===== src/rtl/alu_iterative.sv =====
// alu_iterative: execute-stage ALU. Logic/arith/compare ops finish in one
// cycle; shifts walk one bit per cycle through a shift register so there is
// no barrel shifter. start/busy/done lets the pipeline stall on long shifts.
module alu_iterative #(
  parameter int DATA_WIDTH = 32,
  parameter int SHAMT_W    = $clog2(DATA_WIDTH)
) (
  input  logic                  clk,
  input  logic                  reset,
  input  logic                  start,
  input  logic [3:0]            Operation,
  input  logic [DATA_WIDTH-1:0] SrcA,
  input  logic [DATA_WIDTH-1:0] SrcB,
  output logic                  busy,
  output logic                  done,
  output logic [DATA_WIDTH-1:0] ALUResult,
  output logic                  Zero
);

  localparam logic [3:0] OP_AND  = 4'b0000;
  localparam logic [3:0] OP_OR   = 4'b0001;
  localparam logic [3:0] OP_ADD  = 4'b0010;
  localparam logic [3:0] OP_XOR  = 4'b0011;
  localparam logic [3:0] OP_SLL  = 4'b0100;
  localparam logic [3:0] OP_SRL  = 4'b0101;
  localparam logic [3:0] OP_SUB  = 4'b0110;
  localparam logic [3:0] OP_SLT  = 4'b0111;
  localparam logic [3:0] OP_BEQ  = 4'b1000;
  localparam logic [3:0] OP_SRA  = 4'b1001;
  localparam logic [3:0] OP_BNE  = 4'b1010;
  localparam logic [3:0] OP_BGE  = 4'b1011;
  localparam logic [3:0] OP_BLT  = 4'b1111;

  typedef enum logic {IDLE, SHIFT} state_t;

  state_t                state, state_nxt;
  logic [DATA_WIDTH-1:0] shreg, shnxt, res1c;
  logic [SHAMT_W-1:0]    cnt, n_in;
  logic [3:0]            shop;
  logic                  is_shift_in, accept, launch, finish;

  // Request decode: a shift with n>0 goes iterative, everything else is 1-cycle.
  always_comb begin
    n_in        = SrcB[SHAMT_W-1:0];
    is_shift_in = (Operation == OP_SLL) || (Operation == OP_SRL) || (Operation == OP_SRA);
    accept      = (state == IDLE) && start;
    launch      = accept && is_shift_in && (n_in != '0);
    finish      = (state == SHIFT) && (cnt == SHAMT_W'(1));
    busy        = (state == SHIFT);
  end

  // Single-cycle result; a shift only lands here when n=0, so it passes A.
  always_comb begin
    res1c = '0;
    case (Operation)
      OP_AND:          res1c = SrcA & SrcB;
      OP_OR:           res1c = SrcA | SrcB;
      OP_ADD:          res1c = SrcA + SrcB;
      OP_XOR:          res1c = SrcA ^ SrcB;
      OP_SUB:          res1c = SrcA - SrcB;
      OP_SLT, OP_BLT:  res1c[0] = $signed(SrcA) < $signed(SrcB);
      OP_BEQ:          res1c[0] = SrcA == SrcB;
      OP_BNE:          res1c[0] = SrcA != SrcB;
      OP_BGE:          res1c[0] = $signed(SrcA) >= $signed(SrcB);
      OP_SLL, OP_SRL,
      OP_SRA:          res1c = SrcA;
      default:         res1c = '0;
    endcase
  end

  // One-bit step of the latched shift op.
  always_comb begin
    case (shop)
      OP_SLL:  shnxt = {shreg[DATA_WIDTH-2:0], 1'b0};
      OP_SRL:  shnxt = {1'b0, shreg[DATA_WIDTH-1:1]};
      default: shnxt = {shreg[DATA_WIDTH-1], shreg[DATA_WIDTH-1:1]};
    endcase
  end

  // Next-state logic.
  always_comb begin
    state_nxt = state;
    case (state)
      IDLE:    if (launch) state_nxt = SHIFT;
      SHIFT:   if (finish) state_nxt = IDLE;
      default: state_nxt = IDLE;
    endcase
  end

  // State register.
  always_ff @(posedge clk or posedge reset) begin
    if (reset) state <= IDLE;
    else       state <= state_nxt;
  end

  // Datapath: shift register, counter, registered result/flag and done pulse.
  always_ff @(posedge clk or posedge reset) begin
    if (reset) begin
      shreg     <= '0;
      cnt       <= '0;
      shop      <= '0;
      ALUResult <= '0;
      Zero      <= 1'b1;
      done      <= 1'b0;
    end else begin
      done <= 1'b0;
      if (accept && !launch) begin
        ALUResult <= res1c;
        Zero      <= (res1c == '0);
        done      <= 1'b1;
      end
      if (launch) begin
        shreg <= SrcA;
        cnt   <= n_in;
        shop  <= Operation;
      end
      if (state == SHIFT) begin
        shreg <= shnxt;
        cnt   <= cnt - SHAMT_W'(1);
        if (finish) begin
          ALUResult <= shnxt;
          Zero      <= (shnxt == '0);
          done      <= 1'b1;
        end
      end
    end
  end

endmodule

===== config.mk =====
export PLATFORM = sky130hd
export DESIGN_NAME = alu_iterative
export DESIGN_NICKNAME = d
export VERILOG_FILES = /design/src/rtl/alu_iterative.sv
export SDC_FILE = /design/constraint.sdc
export NUM_CORES = 1
export LEC_CHECK = 0
export BUFFER_PORTS_ARGS = -buffer_cell sky130_fd_sc_hd__buf_2
export CAP_MARGIN = 20
export CORE_ASPECT_RATIO = 1.2
export CORE_MARGIN = 2
export CORE_UTILIZATION = 43
export CTS_CLUSTER_DIAMETER = 150
export DETAILED_ROUTE_END_ITERATION = 7
export SYNTH_ARGS = -nofsm -noshare
export SYNTH_HDL_FRONTEND = slang
export SYNTH_SLANG_ARGS = --single-unit

===== constraint.sdc =====
create_clock -name clk -period 3.1 [get_ports clk]
set_clock_uncertainty 0.05 [all_clocks]
set_input_delay 0.62 -clock clk [delete_from_list [all_inputs] [get_ports clk]]
set_output_delay 0.62 -clock clk [all_outputs]
set_load 0.1 [all_outputs]

==> results of run 1 <==
## power by group
group | internal (mW) | switching, mW | total [mW] | leakage, nW
logic | 1.90 | 3.86 | 5.77 | 6.10
registers | 1.45 | 0.348 | 1.80 | 0.895
clock network | 0.629 | 0.400 | 1.03 | 0.140
## worst max-delay path, delay by kind of cell
| family | cells | cell delay, ps |
|---|---|---|
| simple gates | 6 | 1650 |
| compound gates | 5 | 1050 |
| fa+ha+maj | 1 | 330 |
| buf+inv | 3 | 310 |
## cell families (layout without fill, tap and decap cells)
group	Yosys count	count (layout)	synth area share, %
flops	76	76	19.3
fa+ha+maj	101	101	13.0
xor+xnor	8	8	0.712
simple gates	391	391	19.9
compound gates	430	430	32.5
buf+inv	211	702	8.43
mux	58	58	6.15
## repair_timing
item	CTS	global route
setup buffers	18	25
pin swaps	44	57
resized for setup	82	49
endpoints found under the setup margin	18	20
## area by class of cell
cell class                 count  area (um2)
multi-input combinational    988        7880
fill                        2011        7440
timing repair buffer         563        4080
sequential                    76        1900
inverter                     126         518
tap                          279         349
clock buffer                  10         239
clock inverter                 3        40.0
## stage by stage
stage / setup TNS (ps) / cells / power (mW) / hold WS (ps)
5_1_grt: -6890 / 2045 / 9.00 / 295
4_1_cts: -4260 / 2024 / 8.38 / 274
3_3_place_gp: -13210 / 2000 / 7.13 / 411
2_1_floorplan: -2130 / 1275 / 5.45 / 392
6_report: -5640 / 2045 / 8.59 / 262
3_5_place_dp: -13750 / 2000 / 7.20 / 412
## cell usage in the layout, fill, tap and decap left out, drive strengths merged, types with 10 or more instances in the layout
cell type  Yosys  layout
o211ai        19      19
inv          126     124
nor3          20      20
buf           28     563
a21oi         97      97
a22oi         23      23
a221o         14      14
o31ai         14      14
o21ai         58      58
nand4         20      20
and3          18      18
clkbuf        57      10
dfrtp         75      75
nor2b         23      23
nor2          90      90
a31oi         11      11
nor4          11      11
nand2        126     126
nand3         21      21
o221ai        31      31
or3           13      13
a21o          18      18
a221oi        27      27
mux2i         56      56
a211oi        20      20
o21bai        10      10
o221a         11      11
ha            99      99
## synthesized netlist by cell type (5+ instances only)
cell	instances
o21ai_0	56
o211ai_1	19
a221o_1	14
nand2_1	126
nand3_1	21
a211oi_1	16
and3_1	18
o2111ai_1	8
inv_2	5
o22ai_1	5
o221a_2	10
o211a_1	6
o31ai_1	13
nor3_1	20
clkbuf_1	57
a21o_1	16
or3_1	12
a21oi_1	97
ha_1	99
a221oi_1	26
nor2_1	90
buf_2	15
nor4_1	10
inv_1	121
dfrtp_1	75
a211o_1	6
o21a_1	5
nor2b_1	20
nand2b_1	8
a31oi_1	11
nand4_1	20
o221ai_1	31
o21bai_1	9
a22oi_1	23
nor3b_1	6
buf_1	9
xnor2_1	8
mux2i_1	56
## final timing paths
check | start | endpoint | cells after the start
max | SrcA[5] | Zero | 15
min | reset | shreg[26] | 2
max reg2reg | busy | Zero | 11
min reg2reg | shreg[0] | shreg[0] | 2
max in group asynchronous | reset | ALUResult[2] | 3
min in group clk | shreg[0] | shreg[0] | 2
## flip-flops by register name, indices dropped and copies added (netlist names)
name / flops
busy: 1
shop: 4
ALUResult: 32
cnt: 5
Zero: 1
done: 1
shreg: 32
## per-layer routing
layer | up-vias | part of all wire, %
met5 | - | 0
met4 | 0 | 8.8
met3 | 150 | 5.0
met2 | 512 | 47
met1 | 5912 | 39
li1 | 5706 | -
==> run_results.csv, run 1 <==
group,metric,value,unit
route,vias,12300,
timing,relSlewSlack,28.3,%
timing,hold_violations,0,
logic_synthesis,synth_edf_count,0,
global_routing,use_met2,62.3,%
global_routing,grt_pass1_wl,68700,um
worst_setup_path,endpoint_kind,"register",
timing,fin_crit,3780,ps
placement,hpwl,36200,um
cells_and_area,design_area,15000,um2
route,ant_nets,0,
timing,tightest_slew,1070,ps
cells_and_area,syn_to_final_growth,52.4,%
global_routing,grt_util_met3,4.01,%
clock_network,cts.clk_slew.worst_paths,60,ps
logic_synthesis,ys_warn_count,0,
logic_synthesis,synth.top_cell.area_share,19.1,%
logic_synthesis,syn_area,9850,um2
clock_network,clockRootBuffer,"clkbuf_16",
floorplan,io_pins,106,
worst_setup_path,critPathKind,"primary input to register",
clock_network,cts_hold_buf,0,
outcome,violations,"negative setup slack",
timing,fmax,0.265,GHz
worst_setup_path,required,3310,ps
power,powerDensity,572,nW/um2
placement,numPortBuffers,105,
timing,slew_viol_final,0,
floorplan,start_util,43.9,%
cells_and_area,drive_gt1_share,41.6,%
route,first_iter_violations,1041,
floorplan,rows,60,
logic_synthesis,postSynthCellCount,1275,
worst_setup_path,slowest_stage,"or4b_4",
global_routing,grt_max_degree,35,
worst_setup_path,critPathArrivalTime,3980,ps
route,vias_per_cell,6.00,
route,wire_per_inst,22.0,um
global_routing,antenna_found_initial,0,
outcome,status,"finished, violations left",
clock_network,htree_levels,3,
placement,place_ws,-1090,ps
flow_run,maxCapViolations,0,
clock_network,cts_buffers,9,
placement,gp_congestion,1.00,
clock_network,cts_buffer_depth,2,
logic_synthesis,yosysSeqAreaShare,19.3,%
floorplan,core_region_area,22400,um2
floorplan,die-area,24100,um2
logic_synthesis,synth-async-reset-ratio,100,%
clock_network,clk_latency,340,ps
global_routing,grtUsageTotal,37.2,%
timing,setup-violations-final,15,
logic_synthesis,ys_types,99,
route,drc,0,
placement,placed_area,13900,um2
global_routing,grt-busiest-layer,"met2",
worst_setup_path,r2r_slack,270,ps
clock_network,cts_tree,"built",
timing,fin_ws,-678,ps
global_routing,grt_pass1_vias,12100,
timing,rsz0062_at_grt,"true",
logic_synthesis,syn_nets,1447,
timing,finalCritPeriodShare,122,%
power,cellLeakagePower,7.14,nW
power,peakVddDrop,1.21,mV
worst_hold_path,hp-class,"primary input to asynchronous set/reset pin",
worst_setup_path,cp_max_fo,4,
worst_setup_path,crit_path_cell_trace,"buf_2 > inv_1 > ha_1 > or3_1 > o21bai_4 > buf_4 > a211oi_4 > nor2_1 > a31o_1 > a32oi_2 > or4b_4 > nor4_4 > and4_1 > nand4_1 > o31ai_2",
clock_network,cts.sinks,76,
logic_synthesis,avgSynthCellArea,7.72,um2
global_routing,grt_use_met1,43.7,%
logic_synthesis,synth-seq-cells,76,
worst_setup_path,startpoint_type,"primary input",
logic_synthesis,netlist_top_cells_area,"dfrtp_1, ha_1, mux2i_1, a21oi_1, nand2_1",
floorplan,chipWidth,142,um
cells_and_area,n_antenna_cell,0,
cells_and_area,fin_nets,1936,
route,routed_wl,44900,um
worst_setup_path,critPathMaxStageDelay,520,ps
route,first_pass_iters,5,
floorplan,die_h,170,um
global_routing,overflow,0,
logic_synthesis,ys.flop_type,"dfrtp_1",
logic_synthesis,yosys.area.top_type,"dfrtp_1",
cells_and_area,utilization,66.9,%
No activity file was read; power rests on OpenSTA's default activity.
==> inputs of run 2 (changes only) <==
- SETUP_SLACK_MARGIN: not set -> 0.5
==> run 2 against run 1 <==
Design area up 3.3%. Critical endpoint is now ALUResult[30]. Hold slack better by 80 ps. Cell count up 0.64%. Non-clock buffer count up 10. Sequential power about the same. The flow still finishes with violations (negative setup slack). Highest routed layer unchanged.
==> run_results.csv, run 2 (synthesis results as in run 1) <==
group,metric,value,unit
timing,setup-violations-final,16,
worst_setup_path,cp_max_fo,4,
cells_and_area,n_antenna_cell,0,
clock_network,clk_latency,340,ps
route,vias,12300,
worst_hold_path,hp-class,"primary input to asynchronous set/reset pin",
timing,slew_viol_final,0,
outcome,status,"finished, violations left",
timing,fin_crit,3670,ps
worst_setup_path,critPathKind,"primary input to register",
worst_setup_path,crit_top_cell,"a21o_4",
timing,relSlewSlack,51.8,%
floorplan,rows,60,
timing,hold_violations,0,
timing,fin_ws,-565,ps
timing,tightest_slew,722,ps
worst_setup_path,endpoint,"ALUResult[30]",
worst_setup_path,path_depth,16,
route,drc,0,
global_routing,overflow,0,
cells_and_area,design_area,15500,um2
clock_network,clockRootBuffer,"clkbuf_16",
floorplan,die-area,24100,um2
clock_network,htree_levels,3,
cells_and_area,ff_latch_area,1900,um2
worst_setup_path,startpoint_type,"primary input",
cells_and_area,multi_input_comb_area,8050,um2
floorplan,start_util,43.9,%
cells_and_area,layout_commonest_cell,"buf_4",
worst_setup_path,slowest_stage,"or4_4",
timing,rsz0062_at_grt,"true",
timing,finalCritPeriodShare,118,%
clock_network,cts.sinks,76,
global_routing,grt_max_degree,35,
cells_and_area,mostFrequentLayoutCells,"buf_4, nand2_1, inv_1",
worst_setup_path,regToRegStartpoint,"shop[3]",
worst_setup_path,endpoint_kind,"register",
cells_and_area,fillers,1919,
worst_setup_path,required,3330,ps
worst_setup_path,path_buf_inv,3,
power,powerDensity,580,nW/um2
route,ant_nets,0,
clock_network,cts.clk_slew.worst_paths,60,ps
clock_network,cts_buffer_depth,2,
power,peakVddDrop,0.924,mV
route,routed_wl,45100,um
floorplan,core_region_area,22400,um2
route,first_pass_iters,7,
clock_network,cts_hold_buf,0,
global_routing,grt_pass1_vias,12300,
worst_setup_path,reg2reg_to,"Zero",
placement,dp_cells,2013,
placement,gp_congestion,1.00,
floorplan,io_pins,106,
cells_and_area,final_cells,2058,
placement,placed_area,14100,um2
floorplan,die_h,170,um
clock_network,cts_tree,"built",
worst_setup_path,critPathMaxStageDelay,520,ps
route,first_iter_violations,958,
route,vias_per_cell,5.97,
global_routing,grtUsageTotal,37.0,%
placement,numPortBuffers,105,
flow_run,maxCapViolations,0,
outcome,violations,"negative setup slack",
cells_and_area,fin_nets,1946,
global_routing,antenna_found_initial,0,
worst_setup_path,reg2reg_depth,9,
timing,fmax,0.273,GHz
cells_and_area,largest_registers,"ALUResult x32, shreg x32, cnt x5",
worst_setup_path,crit_path_cell_trace,"buf_12 > inv_12 > ha_4 > inv_2 > fa_2 > nor2b_4 > o21bai_4 > a2111oi_4 > or4_4 > a31o_4 > a21o_4 > a21o_4 > a211oi_4 > nor3b_2 > o32ai_2 > o221a_1",
cells_and_area,syn_to_final_growth,57.4,%
route,wire_per_inst,21.9,um
global_routing,grt_pass1_wl,68300,um
placement,hpwl,36100,um
worst_setup_path,critPathArrivalTime,3890,ps
power,cellLeakagePower,7.31,nW
worst_setup_path,crit_family,"compound AO/OA/AOI/OAI gates",
floorplan,chipWidth,142,um
worst_setup_path,critPathLaunch,"SrcA[0]",
cells_and_area,drive_gt1_share,44.0,%
clock_network,cts_buffers,9,
worst_setup_path,r2r_slack,270,ps
[run 2: cell types whose count changed in the layout (fill, tap and decap cells not counted), sizes merged]
| cell | change |
|---|---|
| clkbuf | +1 |
| clkinv | -1 |
| buf | +10 |
| bufinv | +2 |
| clkinvlp | +1 |
[run 2: final cells by class]
type / instances / area share [%]
Tap cell: 279 / 2.25
Clock buffer: 11 / 1.50
Timing Repair Buffer: 573 / 28.1
Clock inverter: 5 / 0.646
Multi-Input combinational cell: 988 / 51.9
Sequential cell: 76 / 12.3
Inverter: 126 / 3.31
[run 2: worst min path at each step]
stage / from / endpoint / slack [ps]
2_1_floorplan: shop[2] / shop[2] / 390
5_1_grt: reset / shreg[31] / 390
4_1_cts: reset / busy / 360
3_5_place_dp: shreg[0] / shreg[0] / 420
3_3_place_gp: shop[2] / shop[2] / 410
6_report: reset / ALUResult[11] / 340
[run 2: repair_timing]
item / CTS / global route
pin swaps: 71 / 50
setup buffers: 15 / 14
resized for setup: 145 / 51
hold endpoints to repair: 0 / 0
setup endpoints to repair: 31 / 43
[run 2: per-layer routing]
metal	vias up	GRT usage [%]	wire length [um]	share of wire [%]
li1	5741	-	-	-
met1	5860	42.1	17000	38
met2	528	63.4	21700	48
met3	166	4.32	2390	5.3
met4	0	27.7	4050	9.0
met5	-	0	0	0
[run 2: report_power, final]
part           leakage (nW)  switching, mW  total (mW)  internal (mW)
clock network         0.163          0.418        1.20          0.784
logic                  6.25           3.94        6.00           2.06
registers             0.895          0.347        1.79           1.45
[run 2: per-stage QoR]
step | hold slack, ps | power (mW) | worst slack, ps | utilization, % | TNS, ps
after floorplan | 392 | 5.47 | -555 | - | -2130
after global placement | 407 | 7.26 | -1030 | 62.8 | -14190
after detailed placement | 419 | 7.33 | -1080 | 62.8 | -14690
after CTS | 360 | 8.82 | -564 | 67.7 | -3900
after global routing | 392 | 9.41 | -683 | 69.0 | -5660
final | 342 | 8.99 | -565 | 69.0 | -4080
[run 2: worst register-to-register path, stage by stage, from the launching register on]
cell	delay (ps)
dfrtp_1	390
nor3b_1	310
nor2b_4	350
buf_12	220
buf_12	170
mux2i_1	480
nand4_1	190
nor4_1	340
a22oi_1	150
o31ai_2	100
